==> src/rtl/muldiv_pkg.sv <==
// Shared types for the RV32M multiply/divide sequencer.
// Holds the funct3 opcode enum, the FSM state enum and the default operand width.
package muldiv_pkg;

   localparam int XLEN_DEFAULT = 32;

   typedef enum logic [2:0] {
      OP_MUL    = 3'b000,
      OP_MULH   = 3'b001,
      OP_MULHSU = 3'b010,
      OP_MULHU  = 3'b011,
      OP_DIV    = 3'b100,
      OP_DIVU   = 3'b101,
      OP_REM    = 3'b110,
      OP_REMU   = 3'b111
   } muldiv_op_e;

   typedef enum logic [1:0] {
      ST_IDLE,
      ST_RUN,
      ST_FIX,
      ST_DONE
   } muldiv_state_e;

   // rs1 is treated as signed for MULH, MULHSU, DIV and REM
   function automatic logic op_rs1_signed(input muldiv_op_e op);
      return (op == OP_MULH) || (op == OP_MULHSU) || (op == OP_DIV) || (op == OP_REM);
   endfunction

   // rs2 is treated as signed for MULH, DIV and REM
   function automatic logic op_rs2_signed(input muldiv_op_e op);
      return (op == OP_MULH) || (op == OP_DIV) || (op == OP_REM);
   endfunction

endpackage

==> src/rtl/muldiv_datapath.sv <==
// Iterative datapath for muldiv_sequencer: operand magnitude capture, a 2*XLEN
// hi/lo shift register, one shared adder/subtractor and the final sign fix-up.
// MULDIV_DIV_EN adds the restoring-divide step; without it only shift-add exists.
// Data registers carry no reset; the sequencer never exposes them before a load.
module muldiv_datapath
   import muldiv_pkg::*;
#(
   parameter int XLEN = XLEN_DEFAULT
) (
   input  logic             clk,
   input  logic             load,
   input  logic             step,
   input  muldiv_op_e       op,
   input  logic [XLEN-1:0]  rs1,
   input  logic [XLEN-1:0]  rs2,
   output logic [XLEN-1:0]  result
);

   logic              a_neg;
   logic              b_neg;
   logic [XLEN-1:0]   a_mag;
   logic [XLEN-1:0]   b_mag;

   muldiv_op_e        op_q;
   logic              neg_res_q;
   logic [XLEN-1:0]   hi_q;
   logic [XLEN-1:0]   lo_q;
   logic [XLEN-1:0]   mcand_q;
   logic [XLEN-1:0]   hi_d;
   logic [XLEN-1:0]   lo_d;

   logic [XLEN:0]     add_out;
   logic [2*XLEN-1:0] mul_shift;
   logic [2*XLEN-1:0] prod;
   logic [2*XLEN-1:0] prod_fix;

   assign a_neg = op_rs1_signed(op) & rs1[XLEN-1];
   assign b_neg = op_rs2_signed(op) & rs2[XLEN-1];
   assign a_mag = a_neg ? -rs1 : rs1;
   assign b_mag = b_neg ? -rs2 : rs2;

`ifdef MULDIV_DIV_EN
   logic              neg_rem_q;
   logic              div_mode;
   logic              no_borrow;
   logic [XLEN:0]     opa;
   logic [XLEN:0]     opb;
   logic [XLEN+1:0]   sum;

   // Shared adder: hi + mcand when multiplying, {hi,msb(lo)} - divisor when dividing
   assign div_mode  = op_q[2];
   assign opa       = div_mode ? {hi_q, lo_q[XLEN-1]} : {1'b0, hi_q};
   assign opb       = div_mode ? ~{1'b0, mcand_q} : {1'b0, mcand_q};
   assign sum       = {1'b0, opa} + {1'b0, opb} + {{(XLEN+1){1'b0}}, div_mode};
   assign add_out   = sum[XLEN:0];
   assign no_borrow = sum[XLEN+1];
`else
   assign add_out   = {1'b0, hi_q} + {1'b0, mcand_q};
`endif

   // Shift-add: add multiplicand when the multiplier LSB is set, then shift right
   assign mul_shift = {(lo_q[0] ? add_out : {1'b0, hi_q}), lo_q[XLEN-1:1]};

   // Next hi/lo value for one iteration step
   always_comb begin
      hi_d = mul_shift[2*XLEN-1:XLEN];
      lo_d = mul_shift[XLEN-1:0];
`ifdef MULDIV_DIV_EN
      if (div_mode) begin
         hi_d = no_borrow ? add_out[XLEN-1:0] : opa[XLEN-1:0];
         lo_d = {lo_q[XLEN-2:0], no_borrow};
      end
`endif
   end

   // Operand capture on accept, one iteration per cycle while stepping
   always_ff @(posedge clk) begin
      if (load) begin
         op_q      <= op;
         neg_res_q <= a_neg ^ b_neg;
         hi_q      <= '0;
`ifdef MULDIV_DIV_EN
         neg_rem_q <= a_neg;
         if (op[2]) begin
            lo_q    <= a_mag;
            mcand_q <= b_mag;
         end else begin
            lo_q    <= b_mag;
            mcand_q <= a_mag;
         end
`else
         lo_q    <= b_mag;
         mcand_q <= a_mag;
`endif
      end else if (step) begin
         hi_q <= hi_d;
         lo_q <= lo_d;
      end
   end

   assign prod     = {hi_q, lo_q};
   assign prod_fix = neg_res_q ? -prod : prod;

   // Sign fix-up and half/quotient/remainder selection
   always_comb begin
      result = (op_q == OP_MUL) ? prod_fix[XLEN-1:0] : prod_fix[2*XLEN-1:XLEN];
`ifdef MULDIV_DIV_EN
      if (div_mode) begin
         result = op_q[1] ? (neg_rem_q ? -hi_q : hi_q) : (neg_res_q ? -lo_q : lo_q);
      end
`endif
   end

endmodule

==> src/rtl/muldiv_sequencer.sv <==
// RV32M multi-cycle sequencer: accepts one op, iterates XLEN steps in
// muldiv_datapath, fixes the sign and holds the result until writeback takes it.
// Corner cases (zero divisor, signed overflow, zero MUL operand) bypass the loop.
// MULDIV_DIV_EN enables the divider; otherwise funct3 1xx returns 0 immediately.
module muldiv_sequencer
   import muldiv_pkg::*;
#(
   parameter int XLEN      = XLEN_DEFAULT,
   parameter bit SKIP_ZERO = 1'b1
) (
   input  logic             clk,
   input  logic             rst,
   input  logic             req_valid,
   output logic             req_ready,
   input  logic [2:0]       req_funct3,
   input  logic [XLEN-1:0]  req_rs1,
   input  logic [XLEN-1:0]  req_rs2,
   input  logic [4:0]       req_rd,
   input  logic             flush,
   output logic             resp_valid,
   input  logic             resp_ready,
   output logic [XLEN-1:0]  resp_result,
   output logic [4:0]       resp_rd,
   output logic             busy
);

   localparam int CW = (XLEN > 1) ? $clog2(XLEN) : 1;

   muldiv_state_e     state_q;
   muldiv_state_e     state_d;
   logic [CW-1:0]     count_q;
   muldiv_op_e        req_op;
   logic              accept;
   logic              resp_hs;
   logic              fast;
   logic [XLEN-1:0]   fast_result;
   logic              dp_load;
   logic              dp_step;
   logic [XLEN-1:0]   dp_result;

   assign req_op  = muldiv_op_e'(req_funct3);
   assign accept  = req_valid & req_ready & ~flush;
   assign resp_hs = resp_valid & resp_ready;

`ifdef MULDIV_DIV_EN
   localparam logic [XLEN-1:0] INT_MIN = {1'b1, {(XLEN-1){1'b0}}};

   // Detect requests answered without iterating, and their result
   always_comb begin
      fast        = 1'b0;
      fast_result = '0;
      if (req_funct3[2]) begin
         if (req_rs2 == '0) begin
            fast        = 1'b1;
            fast_result = req_funct3[1] ? req_rs1 : '1;
         end else if (!req_funct3[0] && (req_rs1 == INT_MIN) && (req_rs2 == '1)) begin
            fast        = 1'b1;
            fast_result = req_funct3[1] ? '0 : INT_MIN;
         end
      end else if (SKIP_ZERO && ((req_rs1 == '0) || (req_rs2 == '0))) begin
         fast = 1'b1;
      end
   end
`else
   // Detect requests answered without iterating; every such answer is zero
   always_comb begin
      fast        = 1'b0;
      fast_result = '0;
      if (req_funct3[2]) begin
         fast = 1'b1;
      end else if (SKIP_ZERO && ((req_rs1 == '0) || (req_rs2 == '0))) begin
         fast = 1'b1;
      end
   end
`endif

   // FSM state register
   always_ff @(posedge clk or posedge rst) begin
      if (rst) begin
         state_q <= ST_IDLE;
      end else begin
         state_q <= state_d;
      end
   end

   // FSM next-state logic; flush overrides everything
   always_comb begin
      state_d = state_q;
      case (state_q)
         ST_IDLE: if (accept) state_d = fast ? ST_DONE : ST_RUN;
         ST_RUN:  if (count_q == '0) state_d = ST_FIX;
         ST_FIX:  state_d = ST_DONE;
         ST_DONE: if (resp_hs) state_d = ST_IDLE;
         default: state_d = ST_IDLE;
      endcase
      if (flush) state_d = ST_IDLE;
   end

   // FSM outputs
   always_comb begin
      req_ready = (state_q == ST_IDLE);
      busy      = (state_q != ST_IDLE);
      dp_load   = accept & ~fast;
      dp_step   = (state_q == ST_RUN);
   end

   // Iteration counter: XLEN-1 down to 0 gives exactly XLEN steps
   always_ff @(posedge clk or posedge rst) begin
      if (rst) begin
         count_q <= '0;
      end else if (accept) begin
         count_q <= CW'(XLEN - 1);
      end else if (state_q == ST_RUN) begin
         count_q <= count_q - CW'(1);
      end
   end

   // Response registers; resp_valid rises one cycle after entering DONE
   always_ff @(posedge clk or posedge rst) begin
      if (rst) begin
         resp_valid  <= 1'b0;
         resp_result <= '0;
         resp_rd     <= '0;
      end else begin
         resp_valid <= (state_q == ST_DONE) & ~flush & ~resp_hs;
         if (accept) begin
            resp_rd <= req_rd;
            if (fast) resp_result <= fast_result;
         end
         if ((state_q == ST_FIX) && !flush) begin
            resp_result <= dp_result;
         end
      end
   end

   muldiv_datapath #(
      .XLEN (XLEN)
   ) u_datapath (
      .clk    (clk),
      .load   (dp_load),
      .step   (dp_step),
      .op     (req_op),
      .rs1    (req_rs1),
      .rs2    (req_rs2),
      .result (dp_result)
   );

endmodule

==> config.mk <==
export PLATFORM = sky130hd
export DESIGN_NAME = muldiv_sequencer
export DESIGN_NICKNAME = d
export VERILOG_FILES = /design/src/rtl/muldiv_pkg.sv /design/src/rtl/muldiv_datapath.sv /design/src/rtl/muldiv_sequencer.sv
export SDC_FILE = /design/constraint.sdc
export NUM_CORES = 1
export LEC_CHECK = 0
export BUFFER_PORTS_ARGS = -buffer_cell sky130_fd_sc_hd__buf_4
export CORE_MARGIN = 3
export CORE_UTILIZATION = 60
export DETAILED_ROUTE_END_ITERATION = 6
export GPL_TIMING_DRIVEN = 0
export PLACE_DENSITY = 0.83
export SLEW_MARGIN = 30
export SYNTH_ARGS = -nofsm -noshare
export SYNTH_HDL_FRONTEND = slang
export SYNTH_SLANG_ARGS = --single-unit
==> constraint.sdc <==
create_clock -name clk -period 3.5 [get_ports clk]
set_input_delay 0 -clock clk [delete_from_list [all_inputs] [get_ports clk]]
set_output_delay 0 -clock clk [all_outputs]
set_load 0.005 [all_outputs]
==> impl_metrics.json, run 1 <==
{
  "path_depth": 14,
  "root_buffer": "clkbuf_16",
  "gp_congestion": 1.00,
  "stdcell_area_sq_um": 12800,
  "hold_end": "u_datapath.lo_q[20]$_DFFE_PP_",
  "crit_family": "simple AND/OR/NAND/NOR gates",
  "initial_core_util_pct": 62.7,
  "syn_inst": 1158,
  "insertion_delay_ps": 440,
  "irDropWorstVdd_uv": 554,
  "synth_edf_count": 68,
  "worstMarginPinSlew_ps": 863,
  "grt_first_pass_wirelength_um": 51100,
  "grt_max_degree": 46,
  "synthesis.nets": 1277,
  "remaining_drc_errors": 0,
  "r2r_cells": 9,
  "io_pins": 117,
  "critical-path-max-stage-delay_ps": 560,
  "hold_depth": 3,
  "outcome": "completed",
  "hold_viol": 0,
  "setup.worst_path.end_class": "flip-flop",
  "p_int_w": 0.00564,
  "nets": 1490,
  "cts_buffers": 17,
  "ys.flop_type": "edfxtp_1",
  "grt_use_total_pct": 35.5,
  "crit_buf_inv": 6,
  "cp_max_fo": 10,
  "die_area_sq_um": 18500,
  "syn_avg_cell_area_sq_um": 8.78,
  "grt-ovfl-total": 0,
  "die_y_um": 136,
  "worstSetupStartpointType": "input pin",
  "grt_pass1_vias": 9893,
  "place_ws_ps": -251,
  "yosys.area.top_type": "edfxtp_1",
  "yosysSeqAreaShare_pct": 37.5,
  "powerDensity_nw_per_um2": 766,
  "drtAntennaViolNets": 0,
  "async_flop_share_pct": 31.0,
  "synth_top_area_share_pct": 20.1,
  "relSlewSlack_pct": 42.0,
  "leakagePower_nw": 5.16,
  "totalWireLength_um": 32700,
  "crit_type": "in2reg",
  "timing.rr.start": "u_datapath.hi_q[16]$_SDFFE_PP0P_",
  "layout_setup_ws_ps": 134,
  "cts_tree": "built",
  "cts_max_level": 4,
  "final_layout_size_suffix_gt1_share_pct": 14.5,
  "switchingPower_w": 0.00415,
  "fmax_ghz": 0.297,
  "antenna_found_initial": 0,
  "crit_slowest_cell": "or4_4",
  "dr_total_vias": 10199,
  "core_sq_um": 16200,
  "seqPwrFrac_pct": 33.1,
  "antenna_cells": 0,
  "worstPathArrival_ps": 3640,
  "final.min_clock_period_ps": 3370,
  "synth_area_sq_um": 10200,
  "drt_iter0_drc": 1229,
  "ys_warn_count": 0,
  "syn_to_final_growth_pct": 25.7,
  "reg2reg_to": "u_datapath.hi_q[29]$_SDFFE_PP0P_",
  "rows": 46,
  "min_period_over_period_pct": 96.2,
  "dr.pass1.iters": 6,
  "dpl-instance-area_sq_um": 11400,
  "drv_slew": 0,
  "synth_area_leaders": "edfxtp_1 20%, dfrtp_1 11%, xnor2_1 7.1%, o21ai_0 6.4%, dfxtp_1 6.3%",
  "crit_chain": "dlygate4sd3_1 > buf_4 > or4_4 > nor3_4 > or4b_1 > buf_2 > nor4_4 > a221o_1 > or2_1 > buf_8 > buf_8 > buf_4 > nand2_1 > o21ai_0",
  "required_ps": 3770,
  "avgViaCountPerCell": 6.37,
  "ys_types": 77,
  "setup_viol": 0,
  "ys_ff_latch": 145,
  "cts.sinks": 145,
  "finClkSkew_ps": 8.01,
  "hold_path_class": "in2reg",
  "cts.clk_slew.worst_paths_ps": 70,
  "r2r_slack_ps": 180,
  "hp-start": "req_rs2[20]",
  "die_w_um": 136,
  "utilization_pct": 78.8,
  "clkPwrFrac_pct": 19.8,
  "switching_share_pct": 42.4,
  "avgRoutedWirePerCell_um": 20.4,
  "maxCapViolations": 0,
  "portBuffers": 116,
  "dpl.hpwl_um": 23300,
  "clockBufferDepth": 2,
  "p_comb_share_pct": 47.1
}
## worst max path at each step
stage | start | end | slack [ps]
final | req_rs2[6] | u_datapath.lo_q[29]$_DFFE_PP_ | 130
after global placement | req_rs1[5] | u_datapath.lo_q[2]$_DFFE_PP_ | -530
after CTS | req_rs1[4] | u_datapath.hi_q[13]$_SDFFE_PP0P_ | 10
after global routing | req_rs2[6] | u_datapath.lo_q[9]$_DFFE_PP_ | -0.5
after floorplan | req_rs2[6] | u_datapath.lo_q[0]$_DFFE_PP_ | 510
after detailed placement | u_datapath.lo_q[0]$_DFFE_PP_ | resp_result[28]$_DFFE_PP0P_ | -250
## power by group through the flow
stage	logic, W	clock network [W]	registers (W)
after floorplan	0.00304	0	0.00299
after global routing	0.00506	0.00201	0.00329
after CTS	0.00449	0.00193	0.00320
after detailed placement	0.00435	0	0.00323
after global placement	0.00421	0	0.00322
final	0.00461	0.00194	0.00324
## cell families after synthesis
group | Yosys count | share of synthesized area [%]
xor+xnor | 141 | 12.1
flops | 145 | 37.5
simple gates | 372 | 18.0
mux | 20 | 2.01
fa+ha+maj | 42 | 5.24
compound gates | 355 | 21.6
buf+inv | 83 | 3.58
## timing repair
action | CTS | global route
buffers inserted | 0 | 1
hold buffers | 76 | 0
pin swaps | 0 | 2
setup endpoints to repair | 11 | 110
endpoints found under the hold margin | 116 | 0
resized for setup | 2 | 12
## Yosys cell counts, types with 3 or more instances
cell type,number
dfxtp_1,32
nand4_1,10
a22oi_1,13
nor4_1,10
and2_1,6
inv_1,28
a211oi_2,3
o21ai_1,5
ha_1,41
or3_1,22
o41ai_1,10
nand2b_1,13
or4_1,11
mux2i_1,17
o21bai_1,6
a31oi_1,15
o221ai_1,4
buf_1,3
a21o_1,17
dfrtp_1,45
nor3_1,22
a211oi_1,16
nand2_1,137
edfxtp_1,68
nor2b_1,10
nor2_1,82
and3_1,7
a21oi_1,70
clkbuf_1,37
a31o_2,3
o21ai_0,131
buf_4,4
mux2_2,3
buf_6,4
o211ai_1,6
clkbuf_2,4
or4_4,3
o31ai_1,33
nand3_1,11
xnor2_1,82
xor2_1,59
or2_2,7
## worst min-delay path, delay by kind of cell
| kind | cells | cell delay (ps) |
|---|---|---|
| XOR/XNOR | 1 | 60 |
| buffers and inverters | 1 | 90 |
| AO/OA/AOI/OAI | 1 | 180 |
## final cells by class
cell class / instances / area [sq um]
buffer: 53 / 268
multi-input combinational: 930 / 6030
sequential: 145 / 3810
tap: 216 / 270
inverter: 29 / 109
clock inverter: 13 / 141
fill: 1128 / 3450
timing repair buffer: 195 / 1680
clock buffer: 19 / 475
## metrics by stage
step	TNS, ps	cells	hold slack (ps)	total power [W]
after global routing	-0.521	1600	9.63	0.0104
after detailed placement	-933	1492	21.0	0.00758
after CTS	0	1600	2.19	0.00963
after floorplan	0	1158	79.4	0.00603
final	0	1600	6.11	0.00979
after global placement	-18510	1490	189	0.00743
## sequential cells by signal, indices dropped and copies added, names as in the netlist
name	count
u_datapath.neg_res_q	1
resp_rd	5
u_datapath.lo_q	32
resp_result	32
state_q	2
u_datapath.op_q	3
resp_valid	1
u_datapath.hi_q	32
count_q	5
u_datapath.mcand_q	32
## cell usage in the layout, fill, tap and decap left out, drive strengths merged, types with 19 or more instances in the layout
| cell type | count |
|---|---|
| edfxtp | 68 |
| or3 | 23 |
| nand2 | 137 |
| dlygate4sd3 | 76 |
| dfrtp | 45 |
| a211oi | 19 |
| xor2 | 59 |
| xnor2 | 82 |
| o21ai | 138 |
| o31ai | 33 |
| inv | 36 |
| nor2 | 82 |
| clkbuf | 59 |
| nor3 | 23 |
| ha | 41 |
| buf | 132 |
| a21oi | 70 |
| dfxtp | 32 |
## layer usage
metal	part of all wire (%)	track usage [%]
met3	10	8.07
met5	0	0
met1	40	47.7
met2	46	56.2
met4	3.3	13.2
(Power assumes the default switching activity.)
==> inputs of run 2 (changes only) <==
==> constraint.sdc (replaced) <==
create_clock -name clk -period 4.15 [get_ports clk]
set_input_delay 0 -clock clk [delete_from_list [all_inputs] [get_ports clk]]
set_output_delay 0 -clock clk [all_outputs]
set_load 0.005 [all_outputs]
==> run 2 against run 1 <==
The flow now finishes with violations (DRC). Sequential share of layout area rose by 0.13 points. Design area down 0.43%. Sequential cell count is the same. Clock power shrank 16%. Worst hold slack improved by 0.68 ps. Utilization fell by 0.34 points. First-iteration DRC count increased by 2.4%. Global-route usage barely moved. Largest cell class unchanged.
==> impl_metrics.json, run 2 (synthesis results as in run 1) <==
{
  "outcome": "finished with violations",
  "violations": "DRC",
  "dr.pass1.iters": 7,
  "initial_core_util_pct": 62.7,
  "hold_depth": 3,
  "fmax_ghz": 0.256,
  "die_w_um": 136,
  "finClkSkew_ps": 6.43,
  "r2r_cells": 10,
  "grt_pass1_vias": 9872,
  "critical-path-max-stage-delay_ps": 550,
  "irDropWorstVdd_uv": 475,
  "die_area_sq_um": 18500,
  "die_y_um": 136,
  "worstPathArrival_ps": 4210,
  "worstSetupStartpointType": "flip-flop",
  "crit_type": "reg2reg",
  "gp_congestion": 1.00,
  "dpl.hpwl_um": 23300,
  "avgRoutedWirePerCell_um": 20.5,
  "required_ps": 4450,
  "grt-ovfl-total": 0,
  "dr_total_vias": 10134,
  "grt_max_degree": 46,
  "portBuffers": 116,
  "grt_first_pass_wirelength_um": 51100,
  "setup_viol": 0,
  "avgViaCountPerCell": 6.33,
  "powerDensity_nw_per_um2": 648,
  "final_layout_size_suffix_gt1_share_pct": 14.0,
  "clockBufferDepth": 2,
  "antenna_cells": 0,
  "timing.rr.start": "u_datapath.lo_q[0]$_DFFE_PP_",
  "min_period_over_period_pct": 94.2,
  "antenna_found_initial": 0,
  "relSlewSlack_pct": 43.5,
  "nets": 1490,
  "rsz0062_at_grt": "no",
  "r2r_slack_ps": 240,
  "hold_viol": 0,
  "ctsResizeCount": 0,
  "layout_commonest_cell": "nand2_1",
  "root_buffer": "clkbuf_16",
  "hold_path_class": "in2reg",
  "io_pins": 117,
  "drv_slew": 0,
  "rows": 46,
  "cts.sinks": 145,
  "hp-start": "req_rs2[20]",
  "crit_slowest_cell": "edfxtp_1",
  "cts_buffers": 17,
  "grt_use_total_pct": 35.5,
  "setup.worst_path.end_class": "flip-flop",
  "drt_iter0_drc": 1259,
  "cts.clk_slew.worst_paths_ps": 70,
  "remaining_drc_errors": 7,
  "worstMarginPinSlew_ps": 841,
  "final.min_clock_period_ps": 3910,
  "nFillCells": 1145,
  "reg2reg_to": "resp_result[28]$_DFFE_PP0P_",
  "cts_max_level": 4,
  "core_sq_um": 16200,
  "setup_tns_ps": 0,
  "final_cell_mix": "137 x nand2_1, 131 x o21ai_0, 120 x buf_4, 82 x nor2_1, 82 x xnor2_1",
  "crit_buf_inv": 2,
  "cp_common_cell": "nand3_1",
  "leakagePower_nw": 5.14,
  "hold_ws_ps": 6.79,
  "cp_max_fo": 10,
  "maxCapViolations": 0,
  "hold_end": "u_datapath.lo_q[20]$_DFFE_PP_",
  "cts_tree": "built",
  "cts_setup_buffers": 0,
  "drtAntennaViolNets": 0,
  "crit_chain": "inv_1 > clkbuf_1 > ha_1 > nand3_1 > nor4_1 > nand3_1 > or3_4 > o21ai_1 > xor2_1 > o21ai_0",
  "crit_family": "simple AND/OR/NAND/NOR gates",
  "syn_to_final_growth_pct": 25.2,
  "insertion_delay_ps": 440,
  "totalWireLength_um": 32700
}
[run 2: power by group]
part           switching [W]  internal [W]  total [W]
Sequential          0.000641       0.00209    0.00274
Clock               0.000664      0.000964    0.00163
Combinational        0.00220       0.00169    0.00388
[run 2: worst max path at each step]
stage                                 start                      endpoint  slack, ps  cells after the start
2_1_floorplan                    req_rs2[6]  u_datapath.lo_q[0]$_DFFE_PP_       1160                      9
3_3_place_gp                     req_rs1[5]  u_datapath.lo_q[2]$_DFFE_PP_        120                      9
3_5_place_dp   u_datapath.lo_q[0]$_DFFE_PP_   resp_result[28]$_DFFE_PP0P_        400                     10
4_1_cts        u_datapath.lo_q[0]$_DFFE_PP_   resp_result[28]$_DFFE_PP0P_        370                     10
5_1_grt        u_datapath.lo_q[0]$_DFFE_PP_   resp_result[28]$_DFFE_PP0P_        100                     10
6_report       u_datapath.lo_q[0]$_DFFE_PP_   resp_result[28]$_DFFE_PP0P_        240                     10
[run 2: metal layers]
layer	global-route usage (%)	up-vias	share of wire (%)
li1	-	4674	-
met1	47.8	4827	41
met2	56.2	540	46
met3	8.11	93	9.7
met4	13.2	0	3.4
met5	0	-	0
[run 2: cell type report]
| class | count | area [sq um] | share of cell area, % |
|---|---|---|---|
| multi-input cells | 930 | 6000 | 47.1 |
| flip-flops and latches | 145 | 3810 | 29.9 |
| clock buffers | 19 | 475 | 3.74 |
| well taps | 216 | 270 | 2.12 |
| clock inverters | 13 | 141 | 1.11 |
| plain buffers | 54 | 255 | 2.01 |
| inverters | 29 | 109 | 0.855 |
| repair buffers | 194 | 1670 | 13.1 |
[run 2: repair_timing]
action	4_1_cts	5_1_grt
endpoints found under the hold margin	116	0
setup endpoints to repair	0	0
hold buffers	76	0
[run 2: worst reg2reg max path, cell delays in order (launching register included)]
cell	delay [ps]
edfxtp_1	550
inv_1	370
clkbuf_1	560
ha_1	340
nand3_1	270
nor4_1	430
nand3_1	310
or3_4	520
o21ai_1	190
xor2_1	150
o21ai_0	80
[run 2: stage by stage]
stage               cell area, sq um  util (%)  std cells  power (W)  setup WS (ps)
detailed placement             11400      69.9       1492    0.00639            399
finish                         12700      78.4       1600    0.00825            241
global placement               11300      69.7       1490    0.00627            118
global route                   12700      78.4       1600    0.00873            103
CTS                            12700      78.4       1600    0.00812            366
floorplan                      10200         -       1158    0.00509           1160
==> inputs of run 3 (changes only) <==
--- a/config.mk
+++ b/config.mk
@@ -10,8 +10,9 @@
 export CORE_UTILIZATION = 60
 export DETAILED_ROUTE_END_ITERATION = 6
 export GPL_TIMING_DRIVEN = 0
-export PLACE_DENSITY = 0.83
+export PLACE_DENSITY = 0.82
 export SLEW_MARGIN = 30
 export SYNTH_ARGS = -nofsm -noshare
 export SYNTH_HDL_FRONTEND = slang
+export SYNTH_HIERARCHICAL = 1
 export SYNTH_SLANG_ARGS = --single-unit
==> run 3 against run 2 <==
The flow now finishes without violations. Global-route usage decreased by 3.9 points. Largest power group unchanged. Synthesized area increased by 3.4%. Clock power decreased by 6%. Worst hold slack improved by 9.2 ps. Non-clock buffer count decreased by 7. Fmax increased by 0.72%. Via count increased by 1.5%. Sequential cell count unchanged. Design area increased by 1.4%. Power decreased by 1.7%. First-iteration DRC count decreased by 35%. Largest cell class unchanged. Wire length decreased by 3.9%.
==> impl_metrics.json, run 3 <==
{
  "dr_total_vias": 10286,
  "setup_viol": 0,
  "crit_slowest_cell": "and3b_4",
  "ys.flop_type": "edfxtp_1",
  "cp-startpoint": "state_q[0]$_DFFE_PP0P_",
  "grt_first_pass_wirelength_um": 49700,
  "grt-ovfl-total": 0,
  "worstMarginPinSlew_ps": 859,
  "relSlewSlack_pct": 42.8,
  "io_pins": 117,
  "avgRoutedWirePerCell_um": 19.0,
  "dpl.hpwl_um": 22900,
  "timing.rr.start": "state_q[0]$_DFFE_PP0P_",
  "final_layout_size_suffix_gt1_share_pct": 13.2,
  "finClkSkew_ps": 11.7,
  "r2r_cells": 9,
  "p_comb_share_pct": 47.5,
  "synth_edf_count": 68,
  "cp_max_fo": 32,
  "avgViaCountPerCell": 6.20,
  "irDropWorstVdd_uv": 364,
  "remaining_drc_errors": 0,
  "layout_setup_ws_ps": 269,
  "crit_chain": "inv_1 > ha_1 > nand3b_1 > clkbuf_1 > and3b_4 > clkbuf_1 > clkbuf_2 > nor2_1 > inv_4",
  "syn_avg_cell_area_sq_um": 8.57,
  "synth_common_cells": "150 x nand2_1, 142 x a21oi_1, 126 x nor2_1, 79 x xnor2_1, 76 x o21ai_0",
  "worstPathArrival_ps": 3960,
  "rows": 47,
  "core_sq_um": 16900,
  "min_period_over_period_pct": 93.5,
  "synth-xor-area-share_pct": 12.4,
  "antenna_found_initial": 1,
  "syn_inst": 1227,
  "final.min_clock_period_ps": 3880,
  "endpoint": "u_datapath/lo_q[1]$_DFFE_PP_",
  "cts_setup_buffers": 0,
  "leakagePower_nw": 5.06,
  "root_buffer": "clkbuf_16",
  "switching_share_pct": 42.1,
  "synth_area_sq_um": 10500,
  "cts_tree": "built",
  "layout_commonest_cell": "nand2_1",
  "cp_common_cell": "clkbuf_1",
  "worstSetupStartpointType": "flip-flop",
  "crit_family": "buffers and inverters",
  "switchingPower_w": 0.00341,
  "die_area_sq_um": 19200,
  "r2r_slack_ps": 270,
  "portBuffers": 116,
  "grt_use_total_pct": 31.6,
  "antenna_cells": 0,
  "clkPwrFrac_pct": 18.8,
  "fmax_ghz": 0.258,
  "critical-path-max-stage-delay_ps": 660,
  "reg2reg_to": "u_datapath/lo_q[1]$_DFFE_PP_",
  "required_ps": 4230,
  "insertion_delay_ps": 430,
  "async_flop_share_pct": 31.0,
  "synth_area_leaders": "edfxtp_1 19%, dfrtp_1 11%, a21oi_1 6.8%, xnor2_1 6.6%, dfxtp_1 6.1%",
  "maxCapViolations": 0,
  "grt_max_degree": 38,
  "hold_path_class": "in2reg",
  "nets": 1545,
  "synthesis.nets": 1346,
  "synth_top_family_by_area": "compound AO/OA/AOI/OAI gates",
  "ys_warn_count": 6,
  "grt_pass1_vias": 9759,
  "final_cell_mix": "150 x nand2_1, 142 x a21oi_1, 126 x nor2_1, 116 x buf_4, 79 x xnor2_1",
  "rsz0062_at_grt": "no",
  "die_y_um": 138,
  "synth-compound-area-share_pct": 20.9,
  "ys_ff_latch": 145,
  "yosys.area.top_type": "edfxtp_1",
  "drtAntennaViolNets": 0,
  "synthAdderAreaFrac_pct": 5.07,
  "hold_viol": 0,
  "yosys.area_share.simple_pct": 19.1,
  "syn_to_final_growth_pct": 22.7,
  "nFillCells": 1191,
  "p_int_w": 0.00469,
  "initial_core_util_pct": 62.3,
  "gp_congestion": 1.01,
  "seqPwrFrac_pct": 33.6,
  "powerDensity_nw_per_um2": 628,
  "cts.clk_slew.worst_paths_ps": 60,
  "cts.sinks": 145,
  "path_depth": 9,
  "drv_slew": 0,
  "synth.area.mux_share_pct": 2.45,
  "drt_iter0_drc": 814,
  "cts_buffers": 17,
  "power_w": 0.00811,
  "yosysMostFrequentCell": "nand2_1",
  "dr.pass1.iters": 5,
  "synth_top_area_share_pct": 19.4,
  "setup.worst_path.end_class": "flip-flop",
  "place_ws_ps": -280,
  "crit_type": "reg2reg",
  "ys_types": 73,
  "die_w_um": 138,
  "cts_max_level": 4,
  "totalWireLength_um": 31500,
  "clockBufferDepth": 2,
  "outcome": "completed",
  "yosysSeqAreaShare_pct": 36.2,
  "crit_buf_inv": 5
}
run 3: cell types whose count changed in the layout (fill, tap and decap cells not counted), moves of 13 or more:
cell	delta
clkbuf_1	+15
nand2_1	+13
a22oi_1	-13
nor2_1	+44
a21oi_1	+72
dlygate4sd3_1	-14
nor4_1	+14
o21ai_0	-55
run 3: stage by stage:
| stage | cells | hold WS (ps) | instance area (sq um) | setup TNS (ps) | utilization (%) |
|---|---|---|---|---|---|
| final | 1659 | 16.0 | 12900 | 0 | 76.5 |
| after CTS | 1658 | 1.00 | 12900 | 0 | 76.4 |
| after detailed placement | 1564 | 15.5 | 11700 | -9170 | 69.3 |
| after floorplan | 1227 | 79.4 | 10500 | 0 | - |
| after global placement | 1563 | 187 | 11700 | -18250 | 69.1 |
| after global routing | 1659 | 26.2 | 12900 | 0 | 76.5 |
run 3: power by group through the flow:
stage | registers [W] | clock network (W) | logic [W]
floorplan | 0.00251 | 0 | 0.00266
finish | 0.00272 | 0.00153 | 0.00385
detailed placement | 0.00271 | 0 | 0.00368
CTS | 0.00269 | 0.00154 | 0.00378
global placement | 0.00269 | 0 | 0.00359
global route | 0.00278 | 0.00160 | 0.00424
run 3: cell type report:
type | instances | area, sq um | area share (%)
buffer | 62 | 312 | 2.41
clock buffer | 23 | 479 | 3.71
clock inverter | 9 | 105 | 0.814
inverter | 27 | 104 | 0.804
multi-input combinational | 994 | 6320 | 48.9
sequential | 145 | 3810 | 29.5
tap | 220 | 275 | 2.13
timing repair buffer | 179 | 1510 | 11.7
run 3: worst min-delay path by stage:
stage                  startpoint                          endpoint  slack (ps)  cells after the start
global placement    req_funct3[1]      u_datapath/op_q[1]$_DFFE_PP_         190                      1
detailed placement            rst       resp_result[30]$_DFFE_PP0P_          20                      2
CTS                   req_rs1[14]  u_datapath/mcand_q[14]$_DFFE_PP_           1                      3
global route          req_rs2[28]     u_datapath/lo_q[28]$_DFFE_PP_          30                      3
finish                req_rs2[18]     u_datapath/lo_q[18]$_DFFE_PP_          20                      3
floorplan                   flush              resp_valid$_DFF_PP0_          80                      1
run 3: cell families (layout without fill, tap and decap cells):
| group | Yosys count | in the layout |
|---|---|---|
| AOI/OAI and AO/OA | 357 | 357 |
| xor gates and xnor gates | 149 | 149 |
| adders and majority gates | 42 | 42 |
| buffers and inverters | 89 | 300 |
| DFF | 145 | 145 |
| muxes | 25 | 25 |
| and+or+nand+nor | 420 | 421 |
run 3: tightest hold or removal path, stage by stage:
cell	delay, ps
buf_4	110
xor2_1	80
a21oi_1	130
run 3: routing by layer:
| metal | global-route usage (%) | routed length [um] |
|---|---|---|
| met2 | 53.8 | 15200 |
| met4 | 12.4 | 1070 |
| met3 | 5.52 | 2170 |
| met5 | 0 | 0 |
| met1 | 40.2 | 13000 |
run 3: repair_timing:
| item | in CTS | in global routing |
|---|---|---|
| cloned | 0 | 1 |
| pin swaps | 0 | 0 |
| endpoints found under the hold margin | 100 | 0 |
| resized for setup | 2 | 4 |
| setup endpoints to repair | 37 | 53 |
| hold buffers | 62 | 0 |
